### config.mk
export PLATFORM = sky130hd
export DESIGN_NAME = core_opnd_fetch
export DESIGN_NICKNAME = d
export VERILOG_FILES = /design/src/rtl/core_pkg.sv /design/src/rtl/core_scoreboard.sv /design/src/rtl/core_opnd_fetch.sv
export SDC_FILE = /design/constraint.sdc
export NUM_CORES = 1
export LEC_CHECK = 0
export CORE_AREA = 2 2 163 165
export CTS_BUF_LIST = sky130_fd_sc_hd__clkbuf_8
export CTS_CLUSTER_SIZE = 24
export DETAILED_ROUTE_END_ITERATION = 10
export DIE_AREA = 0 0 165 167
export PLACE_DENSITY_LB_ADDON = 0.1
export SLEW_MARGIN = 15
export SYNTH_ARGS = -nofsm -noshare
export SYNTH_HDL_FRONTEND = slang
export SYNTH_SLANG_ARGS = --single-unit
### constraint.sdc
create_clock -name clk_i -period 3.7 [get_ports clk_i]
set_clock_uncertainty 0.15 [all_clocks]
set_input_delay 0.555 -clock clk_i [delete_from_list [all_inputs] [get_ports clk_i]]
set_output_delay 0.555 -clock clk_i [all_outputs]
set_load 0.005 [all_outputs]
### src/rtl/core_pkg.sv
// Shared types and constants for the core pipeline blocks.
package core_pkg;

    localparam int NUM_ARCH_REGS = 16;
    localparam int WORD_W        = 16;
    localparam int ADDR_W        = 4;

    typedef logic [ADDR_W-1:0] reg_addr_t;
    typedef logic [WORD_W-1:0] word_t;

    localparam reg_addr_t REG_ZERO = 4'd0;

    // Operand-fetch stage occupancy.
    typedef enum logic [1:0] {
        OPF_EMPTY = 2'd0,
        OPF_WAIT  = 2'd1,
        OPF_READY = 2'd2
    } opf_state_e;

endpackage

### src/rtl/core_scoreboard.sv
// Per-register pending-write counters: incremented at issue, decremented by
// every writeback port that targets the register. Underflow clamps at zero
// and raises a sticky error flag. Register 0 is never tracked.
module core_scoreboard
    import core_pkg::*;
#(
    parameter int W_PORTS = 2,
    parameter int PEND_W  = 2
) (
    input  logic                                   clk_i,
    input  logic                                   rst_i,
    input  logic                                   inc_en_i,
    input  reg_addr_t                              inc_addr_i,
    input  logic [W_PORTS-1:0]                     dec_en_i,
    input  logic [ADDR_W*W_PORTS-1:0]              dec_addr_i,
    output logic [NUM_ARCH_REGS-1:0][PEND_W-1:0]   pend_o,
    output logic [NUM_ARCH_REGS-1:0]               sat_o,
    output logic                                   err_o
);

    // Wide enough to hold pend + 1 and the full decrement count without wrap.
    localparam int SUM_W = PEND_W + $clog2(W_PORTS + 1) + 1;
    localparam logic [PEND_W-1:0] PEND_MAX = {PEND_W{1'b1}};

    logic [NUM_ARCH_REGS-1:0][PEND_W-1:0] r_pend;
    logic [NUM_ARCH_REGS-1:0][PEND_W-1:0] w_pend_nxt;
    logic [NUM_ARCH_REGS-1:0]             w_under;
    logic [SUM_W-1:0]                     w_up;
    logic [SUM_W-1:0]                     w_down;
    logic                                 r_err;

    // Net next count per register: (pend + issue) - matching writebacks, clamped.
    always_comb begin
        w_pend_nxt = r_pend;
        w_under    = {NUM_ARCH_REGS{1'b0}};
        w_up       = {SUM_W{1'b0}};
        w_down     = {SUM_W{1'b0}};
        for (int i = 0; i < NUM_ARCH_REGS; i++) begin
            w_up = SUM_W'(r_pend[i]);
            if (inc_en_i && (inc_addr_i == reg_addr_t'(i)) && (reg_addr_t'(i) != REG_ZERO)) begin
                w_up = w_up + SUM_W'(1);
            end else begin
                w_up = w_up;
            end
            w_down = {SUM_W{1'b0}};
            for (int j = 0; j < W_PORTS; j++) begin
                if (dec_en_i[j] && (dec_addr_i[ADDR_W*j +: ADDR_W] == reg_addr_t'(i)) &&
                    (reg_addr_t'(i) != REG_ZERO)) begin
                    w_down = w_down + SUM_W'(1);
                end else begin
                    w_down = w_down;
                end
            end
            if (w_down > w_up) begin
                w_pend_nxt[i] = {PEND_W{1'b0}};
                w_under[i]    = 1'b1;
            end else if ((w_up - w_down) > SUM_W'(PEND_MAX)) begin
                w_pend_nxt[i] = PEND_MAX;
            end else begin
                w_pend_nxt[i] = PEND_W'(w_up - w_down);
            end
        end
    end

    // Counter and sticky underflow flag state.
    always_ff @(posedge clk_i) begin
        if (rst_i) begin
            r_pend <= {(NUM_ARCH_REGS*PEND_W){1'b0}};
            r_err  <= 1'b0;
        end else begin
            r_pend <= w_pend_nxt;
            r_err  <= r_err | (|w_under);
        end
    end

    // Saturation view used to hold back issue of another writer.
    always_comb begin
        for (int i = 0; i < NUM_ARCH_REGS; i++) begin
            sat_o[i] = (r_pend[i] == PEND_MAX);
        end
    end

    assign pend_o = r_pend;
    assign err_o  = r_err;

endmodule

### src/rtl/core_opnd_fetch.sv
// Operand-fetch stage: holds one decoded instruction, reads the register
// file, waits on pending writes, forwards same-cycle writeback data and
// hands the resolved operands downstream.
module core_opnd_fetch
    import core_pkg::*;
#(
    parameter int W_PORTS = 2,
    parameter int PEND_W  = 2
) (
    input  logic                        clk_i,
    input  logic                        rst_i,
    input  logic                        in_valid_i,
    output logic                        in_ready_o,
    input  logic [15:0]                 in_op_i,
    input  logic [3:0]                  in_rs_i,
    input  logic [3:0]                  in_rt_i,
    input  logic                        in_use_rs_i,
    input  logic                        in_use_rt_i,
    input  logic [3:0]                  in_rd_i,
    input  logic                        in_rd_we_i,
    output logic [3:0]                  arf_ra_addr_o,
    output logic [3:0]                  arf_rb_addr_o,
    input  logic [15:0]                 arf_ra_data_i,
    input  logic [15:0]                 arf_rb_data_i,
    input  logic [W_PORTS-1:0]          wb_en_i,
    input  logic [4*W_PORTS-1:0]        wb_addr_i,
    input  logic [16*W_PORTS-1:0]       wb_data_i,
    output logic                        out_valid_o,
    input  logic                        out_ready_i,
    output logic [15:0]                 out_op_o,
    output logic [15:0]                 out_a_o,
    output logic [15:0]                 out_b_o,
    output logic [3:0]                  out_rd_o,
    output logic                        out_rd_we_o,
    input  logic                        flush_i,
    output logic                        sb_err_o
);

    opf_state_e r_state;
    word_t      r_op;
    reg_addr_t  r_rs;
    reg_addr_t  r_rt;
    reg_addr_t  r_rd;
    logic       r_rd_we;
    logic       r_a_cap;
    logic       r_b_cap;
    word_t      r_a;
    word_t      r_b;

    logic [NUM_ARCH_REGS-1:0][PEND_W-1:0] w_pend;
    logic [NUM_ARCH_REGS-1:0]             w_sat;
    logic                                 w_err;
    logic                                 w_out_valid;
    logic                                 w_fire;
    logic                                 w_in_ready;
    logic                                 w_accept;
    logic [WORD_W:0]                      w_res_a;
    logic [WORD_W:0]                      w_res_b;
    logic                                 w_a_take;
    logic                                 w_b_take;

    // {resolved, value}: ARF when nothing is in flight; bypass only when the
    // single outstanding write retires this cycle (highest port wins).
    function automatic logic [WORD_W:0] resolve_opnd(
        input reg_addr_t                    addr,
        input logic [PEND_W-1:0]            pend,
        input word_t                        arf_data,
        input logic [W_PORTS-1:0]           en,
        input logic [ADDR_W*W_PORTS-1:0]    wa,
        input logic [WORD_W*W_PORTS-1:0]    wd
    );
        logic [WORD_W:0] res;
        res = {1'b0, {WORD_W{1'b0}}};
        if (pend == {PEND_W{1'b0}}) begin
            res = {1'b1, arf_data};
        end else if (pend == PEND_W'(1)) begin
            for (int j = 0; j < W_PORTS; j++) begin
                if (en[j] && (wa[ADDR_W*j +: ADDR_W] == addr)) begin
                    res = {1'b1, wd[WORD_W*j +: WORD_W]};
                end else begin
                    res = res;
                end
            end
        end else begin
            res = {1'b0, {WORD_W{1'b0}}};
        end
        return res;
    endfunction

    // Handshake and operand resolution for the held instruction.
    always_comb begin
        w_out_valid = (r_state == OPF_READY) &&
                      (!r_rd_we || (r_rd == REG_ZERO) || !w_sat[r_rd]);
        w_fire      = w_out_valid && out_ready_i;
        w_in_ready  = (r_state == OPF_EMPTY) || ((r_state == OPF_READY) && w_fire);
        w_accept    = in_valid_i && w_in_ready;
        w_res_a     = resolve_opnd(r_rs, w_pend[r_rs], arf_ra_data_i, wb_en_i, wb_addr_i, wb_data_i);
        w_res_b     = resolve_opnd(r_rt, w_pend[r_rt], arf_rb_data_i, wb_en_i, wb_addr_i, wb_data_i);
        w_a_take    = !r_a_cap && w_res_a[WORD_W];
        w_b_take    = !r_b_cap && w_res_b[WORD_W];
    end

    core_scoreboard #(
        .W_PORTS (W_PORTS),
        .PEND_W  (PEND_W)
    ) u_sb (
        .clk_i      (clk_i),
        .rst_i      (rst_i),
        .inc_en_i   (w_fire && r_rd_we && (r_rd != REG_ZERO)),
        .inc_addr_i (r_rd),
        .dec_en_i   (wb_en_i),
        .dec_addr_i (wb_addr_i),
        .pend_o     (w_pend),
        .sat_o      (w_sat),
        .err_o      (w_err)
    );

    // Stage FSM: flush beats accept, accept beats plain fire, WAIT captures.
    always_ff @(posedge clk_i) begin
        if (rst_i) begin
            r_state <= OPF_EMPTY;
            r_op    <= 16'h0000;
            r_rs    <= 4'd0;
            r_rt    <= 4'd0;
            r_rd    <= 4'd0;
            r_rd_we <= 1'b0;
            r_a_cap <= 1'b0;
            r_b_cap <= 1'b0;
            r_a     <= 16'h0000;
            r_b     <= 16'h0000;
        end else if (flush_i) begin
            r_state <= OPF_EMPTY;
            r_a_cap <= 1'b0;
            r_b_cap <= 1'b0;
        end else if (w_accept) begin
            r_state <= OPF_WAIT;
            r_op    <= in_op_i;
            r_rs    <= in_rs_i;
            r_rt    <= in_rt_i;
            r_rd    <= in_rd_i;
            r_rd_we <= in_rd_we_i;
            r_a_cap <= !in_use_rs_i || (in_rs_i == REG_ZERO);
            r_b_cap <= !in_use_rt_i || (in_rt_i == REG_ZERO);
            r_a     <= 16'h0000;
            r_b     <= 16'h0000;
        end else if (w_fire) begin
            r_state <= OPF_EMPTY;
        end else if (r_state == OPF_WAIT) begin
            if (w_a_take) begin
                r_a     <= w_res_a[WORD_W-1:0];
                r_a_cap <= 1'b1;
            end
            if (w_b_take) begin
                r_b     <= w_res_b[WORD_W-1:0];
                r_b_cap <= 1'b1;
            end
            if ((r_a_cap || w_a_take) && (r_b_cap || w_b_take)) begin
                r_state <= OPF_READY;
            end
        end
    end

    assign in_ready_o    = w_in_ready;
    assign out_valid_o   = w_out_valid;
    assign out_op_o      = r_op;
    assign out_a_o       = r_a;
    assign out_b_o       = r_b;
    assign out_rd_o      = r_rd;
    assign out_rd_we_o   = r_rd_we;
    assign arf_ra_addr_o = r_rs;
    assign arf_rb_addr_o = r_rt;
    assign sb_err_o      = w_err;

endmodule

==> summary.txt <==
CTS buffer count: 9
Avg Cell Area, Syn: 8.711 um2
Min Clock Period, post-route: 3.558 ns
Synth Instances: 875
Post-synth EDFFs: 0
XOR/XNOR share of the synthesized area: 0.03562
total global-route track usage: 0.1952
largest family of logic cells by synthesized area: simple AND/OR/NAND/NOR gates
grt ovf: 0
Post-route DRC: 0
Filler cells: 2,620
Post-Layout Cell Count: 1,403
MaxCap Viol Count: 0
Post-DP HPWL: 21,150 um
Hold WC Path Type: reg2reg
max_slew headroom: 0.2936
num ports: 174
yosys warns: 0
CP Max Fanout: 10
crit end category: flop
Worst EP required: 3.81 ns
die height: 167 um
crit-path cells: ha_1, mux2_2, a221o_1, nand4_1, o31a_1, buf_4, and3_1, mux2_2, ha_1, a21oi_1, nor4_2, buf_4, a41oi_1
Simple-Gate Fraction of Synth Area: 0.1916
dpl cells: 1,386
Int Pwr: 1.820 mW
f_max: 0.2810 GHz
worst skew pair latency: 0.41 ns
Final ANT Viol Nets: 0
critical path class: reg2reg
initial antenna violation count: 0
Clock power frac: 0.269
clk root buf: clkbuf_8
Clock Sinks: 96
Synth cell types: 56
commonest cells after routing, fill and taps aside: clkdlybuf4s50_1, dfxtp_1, ha_1
die area: 27,560 um2
highest cell delay on the worst timing path: 0.37 ns
adder-cell share of the synthesized area: 0.1625
Worst Setup SP: u_sb.pend_o[2]$_SDFF_PP0_
fin crit share: 0.9617
overall die width: 165 um
Post-synth top flop: dfxtp_1
sequential power share: 0.419
endpoints failing setup: 0
Synth Area in Compound Gates: 0.1699
ANT cells: 0
area of the mapped netlist: 7622 um2
Yosys reg bits: 96
post-synthesis mux area share: 0.1348
final hold viol count: 0
post-DR wirelength/cell: 19.24 um
first-pass GRT wire length: 41,250 um
worst vdd ir: 0.1547 mV
vias in the first global route: 7,133
CP Launch Type: flop
P per Cell Area: 276.5 nW/um2
Sw Share: 0.3548
share of cells above drive strength 1: 0.1273
FFs w/ async S/R, synth: 0
Detailed Route WL: 27,000 um
actual slew at the worst max-slew pin: 1.056 ns
r2r startpoint: u_sb.pend_o[2]$_SDFF_PP0_
RSZ-0062 raised after global routing: yes
run status: finished clean
drt pass-1 iters: 5
logic gate share of total power: 0.312
CTS tree: yes
fin nets: 1,263
Clock Pin Slew Worst Setup and Hold Paths: 0.12 ns
largest net degree at the start of global routing: 64
Max Slew Vio Count: 0
final core area utilization: 0.3961
leakage dissipation: 3.979 nW
Starting DRT DRC Count: 450
Vias: 7,207
core footprint: 25,760 um2
Port Buffers: 173
Initial Util: 0.2959
register area share after synthesis: 0.2521
CP max stage cell: dfxtp_1
crit-path leading delay family: compound AO/OA/AOI/OAI gates
WP data arrival: 3.67 ns
CTS Hold Bufs: 0
synthesis-to-finish area growth: 33.88%
total power: 2.821 mW
commonest non-fill, non-tap cell in the layout: clkdlybuf4s50_1
Sw Pwr: 1.001 mW
FP Rows: 59
hold wc startpoint: out_op_o[1]$_SDFFE_PP0P_
clock tree buffer depth: 2
worst path bufs/invs: 2
setup TNS: 0 ns
Avg Vias per Cell: 5.137
Routability Congestion: 0.8485
CTS H-tree depth: 3
-- tightest hold or removal path: stages (launching register included) --
cell and delay [ns]:
dfxtp_1 0.33, o21ai_0 0.06, a21oi_1 0.06
-- repair_timing --
action	CTS	global route
endpoints found under the setup margin	0	9
resized for setup	0	11
buffers inserted	0	1
-- state kept, by name, summed over array words and instances, names as in the netlist --
signal         cells
out_a_o           16
arf_ra_addr_o      4
arf_rb_addr_o      4
u_sb.pend_o       30
r_a_cap            1
r_b_cap            1
out_b_o           16
out_rd_o           4
u_sb.err_o         1
out_rd_we_o        1
out_op_o          16
r_state            2
-- power by group through the flow --
stage | logic (mW) | registers [mW] | clock network [mW]
after detailed placement | 0.881 | 1.21 | 0
after global routing | 0.978 | 1.20 | 0.825
after CTS | 0.885 | 1.18 | 0.789
final | 0.879 | 1.18 | 0.760
after global placement | 0.882 | 1.21 | 0
after floorplan | 0.496 | 1.18 | 0
-- routing by layer --
| layer | vias to the layer above | global-route usage | routed length (um) |
|---|---|---|---|
| met5 | - | 0 | 0 |
| met4 | 0 | 0.05104 | 486 |
| met3 | 23 | 0.02740 | 1372 |
| met2 | 204 | 0.3212 | 12610 |
| met1 | 3420 | 0.2667 | 12530 |
| li1 | 3560 | - | - |
-- final timing paths --
check / cells past startpoint / end / slack (ns)
max reg2reg: 13 / u_sb.err_o$_SDFF_PP0_ / 0.14
min: 2 / out_op_o[1]$_SDFFE_PP0P_ / 0.34
min reg2reg: 2 / out_op_o[1]$_SDFFE_PP0P_ / 0.34
max: 13 / u_sb.err_o$_SDFF_PP0_ / 0.14
-- layout make-up --
class	count	area [um2]	area share
multi-input combinational	693	5394	0.5286
inverter	40	150.1	0.01471
timing repair buffer	223	2115	0.2072
sequential	96	1922	0.1883
clock buffer	9	123.9	0.01214
clock inverter	7	81.33	0.007970
tap	335	419.2	0.04107
-- cell families after synthesis --
group | count (synthesis)
flip-flops | 96
AO/OA/AOI/OAI | 198
adder cells (fa/ha/maj) | 90
AND/OR/NAND/NOR | 276
multiplexers | 83
buffers and inverters | 100
XOR/XNOR | 31
other | 1
-- per-stage QoR --
| stage | hold slack [ns] | area (um2) | worst slack, ns |
|---|---|---|---|
| finish | 0.3355 | 10200 | 0.1417 |
| global route | 0.3731 | 10200 | -0.07335 |
| CTS | 0.3383 | 10160 | 0.01898 |
| detailed placement | 0.3169 | 9956 | 0.1316 |
| global placement | 0.3112 | 9956 | 0.1372 |
| floorplan | 0.3199 | 7675 | 0.1569 |
-- cells in the mapped netlist, types with 9 or more instances --
library cell,n,share of area
a211oi_1,32,0.032
a21oi_1,50,0.033
a22oi_1,19,0.019
a31oi_1,18,0.015
and3_1,32,0.026
buf_2,11,0.0072
clkbuf_1,45,0.022
dfxtp_1,96,0.25
fa_1,15,0.039
ha_1,75,0.12
inv_1,40,0.020
mux2_2,34,0.050
mux2i_1,37,0.049
mux4_2,11,0.033
nand2_1,69,0.034
nand2b_1,9,0.0074
nand3_1,24,0.016
nand4b_1,18,0.021
nor2_1,57,0.028
nor2b_1,24,0.020
nor3_1,13,0.0085
o21ai_0,44,0.029
o221ai_1,16,0.018
xnor2_1,13,0.015
xor2_1,18,0.021
Note: power is estimated with default switching activity, not from simulation.
